===== config.mk =====
export PLATFORM = sky130hd
export DESIGN_NAME = lieat_exu_bpuresolve_flat
export DESIGN_NICKNAME = d
export VERILOG_FILES = /design/src/rtl/lieat_exu_bpuresolve_if.sv /design/src/rtl/lieat_exu_bpuresolve.sv /design/src/flat_wrapper.sv
export SDC_FILE = /design/constraint.sdc
export NUM_CORES = 1
export LEC_CHECK = 0
export CAP_MARGIN = 20
export CORE_MARGIN = 1.5
export CORE_UTILIZATION = 27
export CTS_CLUSTER_SIZE = 10
export DETAILED_ROUTE_END_ITERATION = 12
export GPL_ROUTABILITY_DRIVEN = 0
export SKIP_CTS_REPAIR_TIMING = 1
export SLEW_MARGIN = 20
export SYNTH_ARGS = -nofsm -noshare
export SYNTH_HDL_FRONTEND = slang
export SYNTH_SLANG_ARGS = --single-unit

===== constraint.sdc =====
create_clock -name clk -period 4 [get_ports clk]
set_clock_uncertainty 0.05 [all_clocks]
set_input_delay 0.8 -clock clk [delete_from_list [all_inputs] [get_ports clk]]
set_output_delay 0.8 -clock clk [all_outputs]
set_load 0.02 [all_outputs]

===== src/rtl/lieat_exu_bpuresolve_if.sv =====
// Predictor-training bundle: IFU predictions and EXU resolutions in; callback, redirect and status out.
// The master modport is the IFU/EXU side. The slave modport is the resolve tracker.
interface lieat_exu_bpuresolve_if #(
    parameter int DEPTH = 4,
    parameter int IDX_W = 5,
    parameter int PC_W  = 32
);
    localparam int CNT_W = $clog2(DEPTH) + 1;

    logic             pred_valid;
    logic             pred_ready;
    logic [IDX_W-1:0] pred_index;
    logic             pred_taken;
    logic [PC_W-1:0]  pred_alt_pc;
    logic             res_valid;
    logic             res_taken;
    logic             ext_flush;
    logic             callback_en;
    logic [IDX_W-1:0] callback_index;
    logic             callback_result;
    logic             flush_req;
    logic [PC_W-1:0]  flush_pc;
    logic             res_err;
    logic [CNT_W-1:0] count;
    logic [15:0]      misp_cnt;

    modport master (
        output pred_valid, pred_index, pred_taken, pred_alt_pc,
        output res_valid, res_taken, ext_flush,
        input  pred_ready, callback_en, callback_index, callback_result,
        input  flush_req, flush_pc, res_err, count, misp_cnt
    );

    modport slave (
        input  pred_valid, pred_index, pred_taken, pred_alt_pc,
        input  res_valid, res_taken, ext_flush,
        output pred_ready, callback_en, callback_index, callback_result,
        output flush_req, flush_pc, res_err, count, misp_cnt
    );
endinterface


===== src/rtl/lieat_exu_bpuresolve.sv =====
// In-order branch-prediction tracker: callback and redirect appear one cycle after a resolve.
// pred_ready depends only on the registered count, so a full queue refuses a push even when it pops.
module lieat_exu_bpuresolve #(
    parameter int DEPTH = 4,
    parameter int IDX_W = 5,
    parameter int PC_W  = 32
) (
    input  logic                     clk,
    input  logic                     rst,
    lieat_exu_bpuresolve_if.slave    bus
);
    localparam int CNT_W = $clog2(DEPTH) + 1;
    localparam int PTR_W = $clog2(DEPTH);

    typedef struct packed {
        logic [IDX_W-1:0] index;
        logic             taken;
        logic [PC_W-1:0]  alt_pc;
    } entry_t;

    entry_t           mem_q [DEPTH];
    logic [PTR_W-1:0] wr_ptr_q, wr_ptr_d;
    logic [PTR_W-1:0] rd_ptr_q, rd_ptr_d;
    logic [CNT_W-1:0] count_q, count_d;
    logic [15:0]      misp_cnt_q, misp_cnt_d;
    logic             cb_en_q, cb_en_d;
    logic [IDX_W-1:0] cb_idx_q, cb_idx_d;
    logic             cb_res_q, cb_res_d;
    logic             flush_req_q, flush_req_d;
    logic [PC_W-1:0]  flush_pc_q, flush_pc_d;
    logic             res_err_q, res_err_d;
    logic             mem_we;

    logic   pred_ready;
    logic   push_acc;
    logic   pop_acc;
    logic   mispredict;
    entry_t head;
    entry_t wr_entry;

    assign pred_ready = (count_q != CNT_W'(DEPTH));
    assign push_acc   = bus.pred_valid & pred_ready;
    assign pop_acc    = bus.res_valid & (count_q != '0);
    assign head       = mem_q[rd_ptr_q];
    assign mispredict = pop_acc & (head.taken ^ bus.res_taken);
    assign wr_entry   = '{index: bus.pred_index, taken: bus.pred_taken, alt_pc: bus.pred_alt_pc};

    always_comb begin
        wr_ptr_d    = wr_ptr_q;
        rd_ptr_d    = rd_ptr_q;
        count_d     = count_q;
        misp_cnt_d  = misp_cnt_q;
        cb_en_d     = 1'b0;
        cb_idx_d    = cb_idx_q;
        cb_res_d    = cb_res_q;
        flush_req_d = 1'b0;
        flush_pc_d  = flush_pc_q;
        res_err_d   = 1'b0;
        mem_we      = 1'b0;

        if (bus.ext_flush) begin
            wr_ptr_d = '0;
            rd_ptr_d = '0;
            count_d  = '0;
        end else begin
            res_err_d = bus.res_valid & (count_q == '0);
            if (pop_acc) begin
                cb_en_d  = 1'b1;
                cb_idx_d = head.index;
                cb_res_d = bus.res_taken;
            end
            if (mispredict) begin
                // Everything younger than the head is wrong-path, including a same-cycle push.
                rd_ptr_d    = wr_ptr_q;
                count_d     = '0;
                flush_req_d = 1'b1;
                flush_pc_d  = head.alt_pc;
                if (misp_cnt_q != 16'hFFFF) begin
                    misp_cnt_d = misp_cnt_q + 16'd1;
                end
            end else begin
                if (push_acc) begin
                    mem_we   = 1'b1;
                    wr_ptr_d = wr_ptr_q + PTR_W'(1);
                end
                if (pop_acc) begin
                    rd_ptr_d = rd_ptr_q + PTR_W'(1);
                end
                count_d = count_q + CNT_W'(push_acc) - CNT_W'(pop_acc);
            end
        end
    end

    always_ff @(posedge clk) begin
        if (rst) begin
            for (int i = 0; i < DEPTH; i++) begin
                mem_q[i] <= '0;
            end
            wr_ptr_q    <= '0;
            rd_ptr_q    <= '0;
            count_q     <= '0;
            misp_cnt_q  <= '0;
            cb_en_q     <= 1'b0;
            cb_idx_q    <= '0;
            cb_res_q    <= 1'b0;
            flush_req_q <= 1'b0;
            flush_pc_q  <= '0;
            res_err_q   <= 1'b0;
        end else begin
            if (mem_we) begin
                mem_q[wr_ptr_q] <= wr_entry;
            end
            wr_ptr_q    <= wr_ptr_d;
            rd_ptr_q    <= rd_ptr_d;
            count_q     <= count_d;
            misp_cnt_q  <= misp_cnt_d;
            cb_en_q     <= cb_en_d;
            cb_idx_q    <= cb_idx_d;
            cb_res_q    <= cb_res_d;
            flush_req_q <= flush_req_d;
            flush_pc_q  <= flush_pc_d;
            res_err_q   <= res_err_d;
        end
    end

    assign bus.pred_ready      = pred_ready;
    assign bus.callback_en     = cb_en_q;
    assign bus.callback_index  = cb_idx_q;
    assign bus.callback_result = cb_res_q;
    assign bus.flush_req       = flush_req_q;
    assign bus.flush_pc        = flush_pc_q;
    assign bus.res_err         = res_err_q;
    assign bus.count           = count_q;
    assign bus.misp_cnt        = misp_cnt_q;
endmodule


===== src/flat_wrapper.sv =====
// flat-port wrapper written by rule: the top's interface ports become plain ports
module lieat_exu_bpuresolve_flat 
#(
    parameter int DEPTH = 4,
    parameter int IDX_W = 5,
    parameter int PC_W  = 32
)
  (clk, rst, bus_pred_valid, bus_pred_index, bus_pred_taken, bus_pred_alt_pc, bus_res_valid, bus_res_taken, bus_ext_flush, bus_pred_ready, bus_callback_en, bus_callback_index, bus_callback_result, bus_flush_req, bus_flush_pc, bus_res_err, bus_count, bus_misp_cnt);
  lieat_exu_bpuresolve_if #(.DEPTH(DEPTH), .IDX_W(IDX_W), .PC_W(PC_W)) bus_i ();
  input  logic clk;
  input  logic rst;
  input wire logic [$bits(bus_i.pred_valid)-1:0] bus_pred_valid;
  input wire logic [$bits(bus_i.pred_index)-1:0] bus_pred_index;
  input wire logic [$bits(bus_i.pred_taken)-1:0] bus_pred_taken;
  input wire logic [$bits(bus_i.pred_alt_pc)-1:0] bus_pred_alt_pc;
  input wire logic [$bits(bus_i.res_valid)-1:0] bus_res_valid;
  input wire logic [$bits(bus_i.res_taken)-1:0] bus_res_taken;
  input wire logic [$bits(bus_i.ext_flush)-1:0] bus_ext_flush;
  output wire logic [$bits(bus_i.pred_ready)-1:0] bus_pred_ready;
  output wire logic [$bits(bus_i.callback_en)-1:0] bus_callback_en;
  output wire logic [$bits(bus_i.callback_index)-1:0] bus_callback_index;
  output wire logic [$bits(bus_i.callback_result)-1:0] bus_callback_result;
  output wire logic [$bits(bus_i.flush_req)-1:0] bus_flush_req;
  output wire logic [$bits(bus_i.flush_pc)-1:0] bus_flush_pc;
  output wire logic [$bits(bus_i.res_err)-1:0] bus_res_err;
  output wire logic [$bits(bus_i.count)-1:0] bus_count;
  output wire logic [$bits(bus_i.misp_cnt)-1:0] bus_misp_cnt;
  assign bus_i.pred_valid = bus_pred_valid;
  assign bus_i.pred_index = bus_pred_index;
  assign bus_i.pred_taken = bus_pred_taken;
  assign bus_i.pred_alt_pc = bus_pred_alt_pc;
  assign bus_i.res_valid = bus_res_valid;
  assign bus_i.res_taken = bus_res_taken;
  assign bus_i.ext_flush = bus_ext_flush;
  assign bus_pred_ready = bus_i.pred_ready;
  assign bus_callback_en = bus_i.callback_en;
  assign bus_callback_index = bus_i.callback_index;
  assign bus_callback_result = bus_i.callback_result;
  assign bus_flush_req = bus_i.flush_req;
  assign bus_flush_pc = bus_i.flush_pc;
  assign bus_res_err = bus_i.res_err;
  assign bus_count = bus_i.count;
  assign bus_misp_cnt = bus_i.misp_cnt;
  lieat_exu_bpuresolve #(.DEPTH(DEPTH), .IDX_W(IDX_W), .PC_W(PC_W)) u_core (.clk(clk), .rst(rst), .bus(bus_i));
endmodule

==> results.cfg, run 1 <==
[hold_path]
hold_class = reg -> reg
min-delay-start = u_core.bus.flush_pc[26]

[grt]
first_global_vias = 6208
grt.total_usage_pct = 12.7
grt_max_degree = 115
grt_pass1_wl_um = 35400
gr-total-overflow = 0
antenna_found_initial = 4

[power_and_ir_drop]
peakVddDrop_v = 0.000296
sw_frac_of_total_pct = 23.2
power_density_nw_per_um2 = 446
p_leak_uw = 0.00440
netSwitchingPower_uw = 1200
p_seq_share_pct = 49.5
power.total_uw = 5170
p_int_uw = 3970
combPwrFrac_pct = 9.2
clkPwrFrac_pct = 41.3

[floorplanning]
io_pins = 105
die_w_um = 188
die_area_um2 = 35300
initial_core_util_pct = 27.4
rows = 67
chipHeight_um = 188
coreArea_um2 = 33600

[sta]
finalSetupViolCount = 0
setup_slack_ns = 1.12
maxSlewViolCount = 0
final_hold_viol_count = 0
max_freq_mhz = 347
min_period_ns = 2.88
rsz0062_at_grt = false
tns_ns = 0
relSlewSlack_pct = 39.0
worst_pin_slew_ns = 0.912
period_share_pct = 72.0

[route]
wl_per_cell_um = 18.0
drt_wl_total_um = 22700
viasPerCell = 4.64
ant_nets = 0
first_pass_iters = 5
drc = 0
drt_iter0_markers = 434
via_count = 5864

[logic_synthesis]
synth_ff_type = edfxtp_1
async_flop_share_pct = 0
synth_fp_nets = 751
synth_edf_count = 152
ys_seq_area_share_pct = 63.8
ys_ff_latch = 218
ys_warn_count = 0
syn-cell-area_um2 = 9220
syn_avg_cell_area_um2 = 13.1
syn-instance-count = 703
synth_cell_types = 48

[layout]
fill_cells = 3256
final_cell_mix = and3_1 (155), edfxtp_1 (152), clkdlybuf4s50_1 (103)
synthToLayoutAreaGrowth_pct = 25.7
layout_commonest_cell = and3_1
post-route-cell-area_um2 = 11600
final_layout_size_suffix_gt1_share_pct = 12.9
nets = 844
diodes = 0

[placed_design]
io_buffers = 104
dp_hpwl_um = 13600
placed_area_um2 = 10800
dp_slack_ns = 0.771

[setup_path]
critPathArrivalTime_ns = 3.24
cp_max_fo = 8
cp.required_ns = 4.36
crit_type = reg -> reg
crit_path_end_kind = flip-flop
startpoint = u_core.bus.count[2]
crit_path_start_kind = flip-flop
rr_startpoint = u_core.bus.count[2]

[clock_tree]
root_buffer = clkbuf_16
clock_latency_ns = 0.53
cts-htree-levels = 1
clkSinkCount = 218
cts_buffer_depth = 3
clkTransAtPathRegs_ns = 0.05
cts_buffers = 26
cts_tree = yes

[job]
cap_violations = 0

[run_status]
status = completed
-- cells by family (layout without fill, tap and decap cells) --
family,after synthesis,in the layout,synth area share [%]
DFF,218,218,63.8
xor gates and xnor gates,13,13,1.64
AOI/OAI and AO/OA,69,69,4.21
buffers and inverters,62,175,2.73
adders and majority gates,4,4,0.624
muxes,39,39,9.39
and+or+nand+nor,298,298,17.6
-- synthesized netlist by cell type, drive strengths merged (2+ instances only) --
library cell | n | area share, %
nand3 | 7 | 0.38
a31oi | 2 | 0.14
buf | 11 | 0.58
a21oi | 48 | 2.6
o211ai | 2 | 0.16
nor4 | 4 | 0.27
or3 | 4 | 0.27
nor2b | 2 | 0.14
inv | 6 | 0.24
nand4 | 6 | 0.41
a21o | 3 | 0.24
xor2 | 5 | 0.68
nand2 | 84 | 3.4
or2 | 2 | 0.14
or4 | 2 | 0.16
clkbuf | 45 | 1.9
mux4 | 38 | 9.3
nand4b | 2 | 0.19
dfxtp | 66 | 14
ha | 3 | 0.41
o21ai | 7 | 0.42
and2 | 3 | 0.20
and3 | 155 | 11
nor2 | 19 | 0.85
o31ai | 3 | 0.24
xnor2 | 8 | 0.96
nor3 | 2 | 0.11
edfxtp | 152 | 49
-- state kept, by name, summed over array words and instances (netlist names), named ones only --
register and flops:
u_core.bus.callback_result 1, u_core.bus.count 3, u_core.mem_q 152, u_core.bus.callback_en 1, u_core.bus.callback_index 5, u_core.bus.res_err 1
u_core.bus.misp_cnt 16, u_core.bus.flush_pc 32, u_core.bus.flush_req 1, u_core.rd_ptr_q 2, u_core.wr_ptr_q 2
-- layout make-up --
type	count	area, um^2	share of cell area [%]
tap	448	561	4.83
inverter	6	22.5	0.194
clock inverter	2	22.5	0.194
sequential	218	5890	50.8
clock buffer	46	746	6.43
multi-input combinational	423	3140	27.1
timing repair buffer	121	1210	10.5
-- metal layers --
metal  global-route usage [%]  wire, um  vias up  part of all wire (%)
li1                         -         -     2828                     -
met1                     15.7      9720     2869                    43
met2                     22.1     11300      116                    50
met3                     2.99      1200       43                   5.3
met4                     3.57       444        8                   2.0
met5                        0        56        -                  0.25
-- per-stage QoR --
stage / utilization, % / hold slack, ns / std cells
after floorplan: - / 0.420 / 703
after global placement: 32.2 / 0.394 / 1216
after detailed placement: 32.2 / 0.399 / 1216
after CTS: 34.5 / 0.407 / 1264
after global routing: 34.5 / 0.427 / 1264
final: 34.5 / 0.400 / 1264
-- power groups by stage --
stage / logic, uW / clock network, uW / registers (uW)
4_1_cts: 485 / 2190 / 2560
6_report: 476 / 2130 / 2560
5_1_grt: 525 / 2270 / 2570
2_1_floorplan: 256 / 0 / 2610
3_3_place_gp: 478 / 0 / 2600
3_5_place_dp: 484 / 0 / 2610
-- worst max-delay path: stages (launching register included) --
cell,delay [ns]
dfxtp_1,0.37
o31ai_1,0.74
inv_2,0.22
ha_1,0.34
inv_1,0.04
ha_1,0.19
fa_1,0.37
xor2_1,0.16
xnor2_1,0.12
and2_1,0.15
-- path summary, 6_finish.rpt --
path,to,slack (ns),depth (start not counted)
setup / recovery,u_core.bus.count[2],1.12,9
hold / removal,u_core.bus.flush_pc[26],0.40,2
setup reg to reg,u_core.bus.count[2],1.12,9
hold reg to reg,u_core.bus.flush_pc[26],0.40,2
(Power assumes the default switching activity.)
==> inputs of run 2 (changes only) <==
- clock period: 4 -> 2.5 ns (I/O delays scaled with it)
==> run 2 against run 1 <==
Combinational power rose by 77%. Critical path type is now reg -> out. Utilization increased by 0.69 points. First-iteration DRC count shrank 15%. Register-to-register slack got worse by 0.95 ns. Die area stayed put. Largest cell class unchanged. Highest routed layer is now met4. Largest power group unchanged. Worst setup slack worse by 0.98 ns.
==> results.cfg, run 2 (synthesis results as in run 1) <==
[clock_tree]
cts_tree = yes
cts_buffers = 26
clkTransAtPathRegs_ns = 0.06
cts-htree-levels = 1
clkSinkCount = 218
clock_latency_ns = 0.52
cts_buffer_depth = 3
root_buffer = clkbuf_16

[job]
cap_violations = 0

[power_and_ir_drop]
p_leak_uw = 0.00451
peakVddDrop_v = 0.000473
p_int_uw = 6330
combPwrFrac_pct = 10.2
netSwitchingPower_uw = 1960
clkPwrFrac_pct = 40.5
sw_frac_of_total_pct = 23.6
power_density_nw_per_um2 = 700
p_seq_share_pct = 49.3

[layout]
final_util_pct = 35.2
largest_register_ffs = 152
synthToLayoutAreaGrowth_pct = 28.3
fill_cells = 3261
regMostFlops = u_core.mem_q
layout_commonest_cell = and3_1
final_layout_size_suffix_gt1_share_pct = 15.0
post-route-cell-area_um2 = 11800
nets = 864
final_cell_mix = and3_1 (155), edfxtp_1 (152), clkdlybuf4s50_1 (103)

[sta]
setup_slack_ns = 0.143
maxSlewViolCount = 0
max_freq_mhz = 424
period_share_pct = 94.3
rsz0062_at_grt = false
worst_pin_slew_ns = 0.798
min_period_ns = 2.36
final_hold_viol_count = 0
tns_ns = 0
relSlewSlack_pct = 46.8
finalSetupViolCount = 0

[route]
first_pass_iters = 5
viasPerCell = 4.64
drt_iter0_markers = 371
ant_nets = 0
wl_per_cell_um = 18.2
drt_wl_total_um = 23400
drc = 0
via_count = 5971

[floorplanning]
die_w_um = 188
initial_core_util_pct = 27.4
rows = 67
die_area_um2 = 35300
coreArea_um2 = 33600
io_pins = 105
chipHeight_um = 188

[grt]
grt.total_usage_pct = 13.2
grt_max_degree = 70
first_global_vias = 6267
gr-total-overflow = 0
grt_pass1_wl_um = 36300
antenna_found_initial = 2

[setup_path]
critPathArrivalTime_ns = 1.81
rr_startpoint = u_core.mem_q[3][32]
crit_type = reg -> out
r2r_cells = 6
critical_path.reg2reg.endpoint = u_core.mem_q[2][18]
crit_path_end_kind = output port
cp.required_ns = 1.95
cp_max_fo = 5
crit_path_start_kind = flip-flop
rrSetupSlack_ns = 0.17

[placed_design]
dp_hpwl_um = 13800
placed_area_um2 = 11100
io_buffers = 104
dp_slack_ns = -0.0827

[hold_path]
hold_path_end = u_core.bus.flush_pc[31]
min-delay-start = u_core.bus.flush_pc[31]
hold_class = reg -> reg
hold_depth = 2

[run_status]
status = completed
## run 2: cell count changes in the layout (fill, tap and decap cells not counted), sizes merged
cell / change
buf: +20
clkbuf: -3
clkinv: +4
diode: +2
inv: -1
## run 2: layout make-up
| class | instances | area, um^2 | area share (%) |
|---|---|---|---|
| Antenna cell | 2 | 5.00 | 0.0423 |
| Clock buffer | 43 | 714 | 6.04 |
| Clock inverter | 5 | 32.5 | 0.275 |
| Inverter | 6 | 22.5 | 0.190 |
| Multi-Input combinational cell | 423 | 3170 | 26.8 |
| Sequential cell | 218 | 5890 | 49.8 |
| Tap cell | 448 | 561 | 4.74 |
| Timing Repair Buffer | 141 | 1440 | 12.2 |
## run 2: critical path, stage by stage (launching register included)
cell and delay [ns]:
dfxtp_1 0.37, nor2_1 0.28, nand2_1 0.09, clkdlybuf4s50_1 0.54
## run 2: metal layers
layer	up-vias	wire, um	track usage, %
li1	2874	-	-
met1	2931	10400	16.8
met2	141	11500	23.0
met3	25	1170	2.40
met4	0	310	3.51
met5	-	0	0
## run 2: how the worst max path moves through the flow
stage,start,slack [ns],depth (start not counted),end
finish,u_core.bus.count[1],0.14,3,bus_pred_ready
global route,u_core.mem_q[3][32],0.05,6,u_core.mem_q[2][18]
CTS,u_core.bus.count[1],0.12,3,bus_pred_ready
detailed placement,bus_res_valid,-0.08,10,u_core.bus.count[2]
global placement,bus_res_valid,-0.06,10,u_core.bus.count[2]
floorplan,flip-flop,-0.02,5,u_core.mem_q[1][0]
## run 2: power groups by stage
stage / Combinational [uW] / Sequential [uW] / Clock (uW)
2_1_floorplan: 415 / 4180 / 0
3_3_place_gp: 849 / 4160 / 0
3_5_place_dp: 856 / 4170 / 0
4_1_cts: 858 / 4090 / 3440
5_1_grt: 918 / 4110 / 3580
6_report: 842 / 4090 / 3360
## run 2: per-stage QoR
step	hold slack, ns	cells	power (uW)
2_1_floorplan	0.420	703	4600
3_3_place_gp	0.393	1236	5010
3_5_place_dp	0.396	1236	5020
4_1_cts	0.404	1284	8390
5_1_grt	0.424	1286	8600
6_report	0.403	1286	8290
==> inputs of run 3 (changes only) <==
- CTS_CLUSTER_SIZE: 10 -> 28
==> run 3 against run 2 <==
Via count barely moved. Register-to-register slack improved by 0.02 ns. Critical path depth stayed put. Global-route usage barely moved. Worst setup slack improved by 0.0044 ns. Combinational power about the same. Total power grew 1.8%. Die area stayed put. Hold slack worse by 0.0014 ns. Critical path type unchanged.
==> results.cfg, run 3 (synthesis results as in run 1) <==
[run_status]
status = completed

[clock_tree]
cts_buffers = 24
cts_buffer_depth = 3
cts-htree-levels = 1
clkTransAtPathRegs_ns = 0.06
cts_tree = yes
clock_latency_ns = 0.52
root_buffer = clkbuf_16
clkSinkCount = 218

[setup_path]
crit_type = reg -> out
cp.required_ns = 1.95
r2r_cells = 6
cp_max_fo = 5
crit_path_end_kind = output port
critPathArrivalTime_ns = 1.80
crit_path_start_kind = flip-flop

[placed_design]
dpl.cell_count = 1236
dp_hpwl_um = 13800
io_buffers = 104

[power_and_ir_drop]
p_leak_uw = 0.00453
power_density_nw_per_um2 = 711
peakVddDrop_v = 0.000451

[layout]
fin_cells = 1282
nets = 862
final_cell_mix = and3_1 (155), edfxtp_1 (152), clkdlybuf4s50_1 (103)
synthToLayoutAreaGrowth_pct = 28.6
regMostFlops = u_core.mem_q
largest_register_ffs = 152
layout_commonest_cell = and3_1
final_layout_size_suffix_gt1_share_pct = 15.4

[grt]
gr-total-overflow = 0
grt.total_usage_pct = 13.2
gr-usage-met3_pct = 2.28
antenna_found_initial = 2
grt_max_degree = 70
busiest_layer = met2
grtUsageMet1_pct = 16.8
grt_pass1_wl_um = 36300
use_met2_pct = 23.0
first_global_vias = 6212

[sta]
max_freq_mhz = 425
worst_pin_slew_ns = 0.799
relSlewSlack_pct = 46.8
min_period_ns = 2.35
rsz0062_at_grt = false
fin_hold_ws_ns = 0.402
finalSetupViolCount = 0
maxSlewViolCount = 0
final_hold_viol_count = 0
period_share_pct = 94.1

[floorplanning]
die_area_um2 = 35300
coreArea_um2 = 33600
chipHeight_um = 188
initial_core_util_pct = 27.4
rows = 67
io_pins = 105
die_w_um = 188

[route]
first_pass_iters = 5
ant_nets = 0
drt_iter0_markers = 367
viasPerCell = 4.66
drt_wl_total_um = 23400
via_count = 5970
wl_per_cell_um = 18.3
drc = 0

[hold_path]
hold_class = reg -> reg
hold_depth = 2

[job]
cap_violations = 0
==> run 3: worst max-delay path: stages, from the launching register on <==
cell             delay, ns
dfxtp_1               0.37
nor2_1                0.28
nand2_1               0.09
clkdlybuf4s50_1       0.54
==> run 3: metrics by stage <==
stage | total power (uW) | setup TNS [ns] | util, % | instance area, um^2 | worst slack [ns]
finish | 8440 | 0 | 35.3 | 11900 | 0.148
global route | 8760 | 0 | 35.3 | 11900 | 0.0513
CTS | 8540 | 0 | 35.3 | 11900 | 0.127
detailed placement | 5020 | -0.0827 | 33.0 | 11100 | -0.0827
global placement | 5010 | -0.0614 | 33.0 | 11100 | -0.0614
floorplan | 4600 | -1.42 | - | 9250 | -0.0187
==> run 3: worst paths after layout <==
| path | startpoint | to | slack (ns) |
|---|---|---|---|
| worst min register to register | u_core.bus.callback_index[0] | u_core.bus.callback_index[0] | 0.40 |
| worst min-delay path | u_core.bus.callback_index[0] | u_core.bus.callback_index[0] | 0.40 |
| worst max-delay path | u_core.bus.count[1] | bus_pred_ready | 0.15 |
| worst max register to register | u_core.mem_q[3][32] | u_core.mem_q[1][15] | 0.19 |
==> run 3: per-layer routing <==
layer / routed length (um) / vias up
li1: - / 2866
met1: 10100 / 2924
met2: 11600 / 151
met3: 1220 / 29
met4: 410 / 0
met5: 0 / -
==> run 3: layout make-up <==
| cell class | instances | area [um^2] |
|---|---|---|
| Timing Repair Buffer | 141 | 1440 |
| Multi-Input combinational cell | 423 | 3170 |
| Clock inverter | 7 | 96.3 |
| Antenna cell | 2 | 5.00 |
| Sequential cell | 218 | 5890 |
| Fill cell | 3265 | 21800 |
| Tap cell | 448 | 561 |
| Inverter | 6 | 22.5 |
| Clock buffer | 37 | 681 |
==> run 3: power by group <==
| part | switching [uW] | total [uW] | internal [uW] | leakage [uW] |
|---|---|---|---|---|
| Sequential | 57.1 | 4090 | 4030 | 0.00211 |
| Clock | 1430 | 3510 | 2080 | 0.000371 |
| Combinational | 480 | 841 | 361 | 0.00205 |
| Total | 1960 | 8440 | 6470 | 0.00453 |
